--- src/rtl/rate_sel_ctrl.sv ---
// Rate-select controller: free-running prescaler with four power-of-two tick rates,
// button-driven rate selection committed only on a tick of the current rate.
module rate_sel_ctrl #(
   parameter int CNT_W = 26,
   parameter int TAP0  = 19,
   parameter int TAP1  = 21,
   parameter int TAP2  = 23,
   parameter int TAP3  = 25
) (
   input  logic       clk,
   input  logic       rst_n,
   input  logic       btn_up,
   input  logic       btn_dn,
   input  logic       en,
   output logic [1:0] sel,
   output logic       pending,
   output logic       tick_o,
   output logic [3:0] ticks
);

   localparam logic [0:0] IDLE = 1'b0;
   localparam logic [0:0] PEND = 1'b1;

   logic [CNT_W-1:0] cnt;
   logic [0:0]       state;
   logic [1:0]       psel;
   logic             btn_up_q;
   logic             btn_dn_q;
   logic             up_e;
   logic             dn_e;
   logic             up_v;
   logic             dn_v;
   logic             edge_v;
   logic [1:0]       step;
   logic             tick_sel;

   assign ticks[0] = &cnt[TAP0:0];
   assign ticks[1] = &cnt[TAP1:0];
   assign ticks[2] = &cnt[TAP2:0];
   assign ticks[3] = &cnt[TAP3:0];

   assign up_e   = btn_up & ~btn_up_q;
   assign dn_e   = btn_dn & ~btn_dn_q;
   // Simultaneous up and down presses cancel each other out.
   assign up_v   = up_e & ~dn_e;
   assign dn_v   = dn_e & ~up_e;
   assign edge_v = up_v | dn_v;
   assign step   = up_v ? 2'd1 : 2'd3;

   assign tick_sel = ticks[sel];
   assign pending  = (state == PEND);

   always_ff @(posedge clk) begin
      if (!rst_n) begin
         cnt      <= '0;
         state    <= IDLE;
         sel      <= 2'd0;
         psel     <= 2'd0;
         tick_o   <= 1'b0;
         // NOTE: button history resets to 1 so a button held through reset is not seen as a press.
         btn_up_q <= 1'b1;
         btn_dn_q <= 1'b1;
      end else begin
         cnt      <= cnt + CNT_W'(1);
         btn_up_q <= btn_up;
         btn_dn_q <= btn_dn;
         // Uses sel before any same-cycle commit, so the committing tick is at the old rate.
         tick_o   <= tick_sel & en;

         case (state)
            IDLE: begin
               if (edge_v) begin
                  psel  <= sel + step;
                  state <= PEND;
               end
            end
            default: begin
               if (edge_v) begin
                  psel <= psel + step;
               end
               if (tick_sel) begin
                  sel <= psel;
                  if (!edge_v) begin
                     state <= IDLE;
                  end
               end
            end
         endcase
      end
   end

endmodule

--- config.mk ---
export PLATFORM = sky130hd
export DESIGN_NAME = rate_sel_ctrl
export DESIGN_NICKNAME = d
export VERILOG_FILES = /design/src/rtl/rate_sel_ctrl.sv
export SDC_FILE = /design/constraint.sdc
export NUM_CORES = 1
export LEC_CHECK = 0
export ABC_CLOCK_PERIOD_IN_PS = 3800
export BUFFER_PORTS_ARGS = -buffer_cell sky130_fd_sc_hd__buf_2
export CORE_UTILIZATION = 58
export DETAILED_ROUTE_END_ITERATION = 8
export GPL_TIMING_DRIVEN = 0
export PLACE_DENSITY_LB_ADDON = 0.15
export SLEW_MARGIN = 0
export SYNTH_ARGS = -nofsm -noshare
export SYNTH_HDL_FRONTEND = slang
export SYNTH_SLANG_ARGS = --single-unit
export TNS_END_PERCENT = 30
--- constraint.sdc ---
create_clock -name clk -period 3.8 [get_ports clk]
set_input_delay 1.14 -clock clk [delete_from_list [all_inputs] [get_ports clk]]
set_output_delay 1.14 -clock clk [all_outputs]
set_load 0.02 [all_outputs]
==> results by group <==
Run status
  • Status: complete, no violations

Pwr
  • Clk pwr share: 0.347
  • Switching Fraction: 0.239
  • Power Total: 0.612 mW
  • Pwr Density: 348 mW/mm²
  • Internal power: 0.466 mW
  • Reg power frac: 0.603
  • Switch Pwr: 0.147 mW
  • Pleak: 0.626 nW
  • Logic pwr share: 0.050
  • Peak supply drop: 0.305 mV

Yosys
  • Synth top area cells: dfxtp_1 (42%), nor2_1 (5.6%), xor2_1 (4.4%), nand4_1 (3.5%), or3_1 (3.5%)
  • Cell count after synthesis: 188
  • Netlist cell types: 31
  • Post-synth top area share: 0.425
  • Top cells by count, synth: dfxtp_1 (34), nor2_1 (24), nand2_1 (14)
  • Largest area contributor in the netlist: dfxtp_1
  • Post-synth EDFFs: 0
  • Post-synth top flop: dfxtp_1
  • Sequential area share after synthesis: 0.425
  • Ys async rst share: 0
  • Most common cell in the netlist: dfxtp_1
  • Syn_area_per_cell: 8.53 µm²
  • Flops & latches, synth: 34
  • Synth Cell Area: 0.00160 mm²
  • Synth warn: 0
  • Synthesized Nets: 195

GRT
  • Largest net degree at the start of global routing: 11
  • Vias in the first global route: 1,304
  • Grt total ovfl: 0
  • First-pass GRT wire length: 5360 µm
  • Initial antenna violation count: 0
  • Overall global routing resource usage: 0.263

Place
  • Dpl cells: 230
  • Dpl hpwl: 2480 µm
  • Port Buffers: 12
  • GP Congestion: 0.819

Finish
  • Area Growth Syn to Fin: 9.84%
  • Final std cells w/o fill: 238
  • Final net count: 214
  • # diodes: 0
  • Register area: 681 µm²
  • Layout cells sized above 1: 0.115
  • Fill cells: 225
  • Area of the multi-input gates: 887 µm²

Critical path
  • Crit-path cells: nand4_4, or4_1, clkbuf_1, nor3_1, buf_2
  • Critical path type: reg -> out
  • CP startpoint kind: flop
  • WP data arrival: 2290 ps
  • Crit Path Max Fanout: 10
  • Slowest CP cell: or4_1
  • CP Capture Type: output pin
  • Max incr delay on CP: 620 ps
  • Required @ worst endpoint: 2660 ps

Clock tree
  • Postcts setup bufs: 0
  • Reg clk slew, reported paths: 100 ps
  • CTS Sinks: 34
  • Hold buffer count at CTS: 0
  • H-Tree Level Count: 2
  • Root buffer cell: clkbuf_4
  • Max clock buf depth: 2
  • Post_cts resized: 0
  • Clk_lat worst skew: 350 ps
  • CTS tree: built
  • Number of buffers created by CTS: 5

Floorplan
  • Core box area: 0.00254 mm²
  • Cell row count: 18
  • Die width: 54.6 µm
  • Die Ht: 54.6 µm
  • Ports: 13
  • Initial Util: 0.630
  • Die Area: 0.00298 mm²

STA
  • # setup viols final: 0
  • Unrepaired setup endpoints after global routing: false
  • Fmax: 292 MHz
  • Slew Limit Fails: 0
  • Fin. Hold Viols: 0
  • Slew margin rel.: 0.687
  • Fin Setup TNS: 0 ps
  • Final Skew: 7.33 ps
  • Min cycle time layout: 3430 ps
  • Tightest Pin Transition: 469 ps
  • Crit share post-route: 0.902

Routing
  • Vias: 1,436
  • DR DRC count: 0
  • Via count normalized by instance count: 6.03
  • 1st-iter DRT viols: 20
  • Avg WL per Cell: 14.3 µm
  • Total Routed Length: 3420 µm
  • TritonRoute pass-1 iters: 4
  • Post-DRT Antenna Nets: 0

Min path
  • Hold Path Class: reg -> reg

Flow run
  • Total of max-cap violations: 0
## state kept, by name (all words and copies together) (netlist names)
register	flops
btn_dn_q	1
sel	2
pending	1
tick_o	1
psel	2
cnt	26
btn_up_q	1
## metal layers
layer | global-route usage | part of all wire
met1 | 0.299 | 0.45
met2 | 0.433 | 0.49
met3 | 0.0639 | 0.037
met4 | 0.175 | 0.021
met5 | 0 | 0
## worst max-delay path: cells and delay by family, from the launching register on
kind | cells | cell delay, ps
DFF | 1 | 490
buffers and inverters | 2 | 410
and+or+nand+nor | 3 | 1020
## kinds of logic after synthesis
group | count (synthesis) | share of synthesized area
flops | 34 | 0.425
fa+ha+maj | 2 | 0.0156
buf+inv | 9 | 0.0218
xor+xnor | 13 | 0.0710
mux | 6 | 0.0390
simple gates | 97 | 0.330
compound gates | 27 | 0.0976
## path summary, 6_finish.rpt
path | from | endpoint | slack [ps] | cells after the start
worst max-delay path | cnt[3] | ticks[3] | 370 | 5
worst min register to register | cnt[0] | cnt[0] | 480 | 1
worst max register to register | cnt[3] | cnt[24] | 1670 | 5
worst min-delay path | cnt[0] | cnt[0] | 480 | 1
## final cells by class
class                           count  area share
Multi-Input combinational cell    145       0.504
Sequential cell                    34       0.387
Timing Repair Buffer               12      0.0341
Clock buffer                        7      0.0313
Tap cell                           30      0.0213
Buffer                              7      0.0156
Inverter                            2     0.00426
Clock inverter                      1     0.00284
## power by group through the flow
stage	registers, mW	logic [mW]	clock network [mW]
floorplan	0.377	0.0206	0
finish	0.369	0.0307	0.212
detailed placement	0.378	0.0306	0
CTS	0.369	0.0305	0.217
global placement	0.377	0.0289	0
global route	0.371	0.0347	0.225
## stage by stage
step	instance area [µm²]	utilization	worst slack [ps]	hold WS [ps]
6_report	1760	0.692	372	477
5_1_grt	1760	0.692	275	502
4_1_cts	1760	0.692	369	486
3_5_place_dp	1700	0.668	767	463
3_3_place_gp	1700	0.668	800	444
2_1_floorplan	1600	-	807	426
## layout by cell type (no fill, tap or decap)
cell	n
a21oi_1	11
or4_1	5
o31ai_1	3
inv_1	1
dfxtp_1	34
clkinv_2	1
xor2_1	8
or3_1	9
nand4_1	9
nor2b_1	2
nand4_4	1
xnor2_1	5
mux2_2	2
and4_1	5
mux2i_1	4
clkinv_1	1
o21ai_0	9
clkbuf_1	7
and3_1	4
ha_1	2
nor4_1	3
nand2b_1	4
nand2_1	14
clkbuf_4	5
clkbuf_8	1
a21boi_0	1
nand3_1	11
buf_2	13
a221oi_1	1
a31o_2	1
nor2_1	24
and2_1	4
o32ai_1	1
nor3_1	2
(Power assumes the default switching activity.)
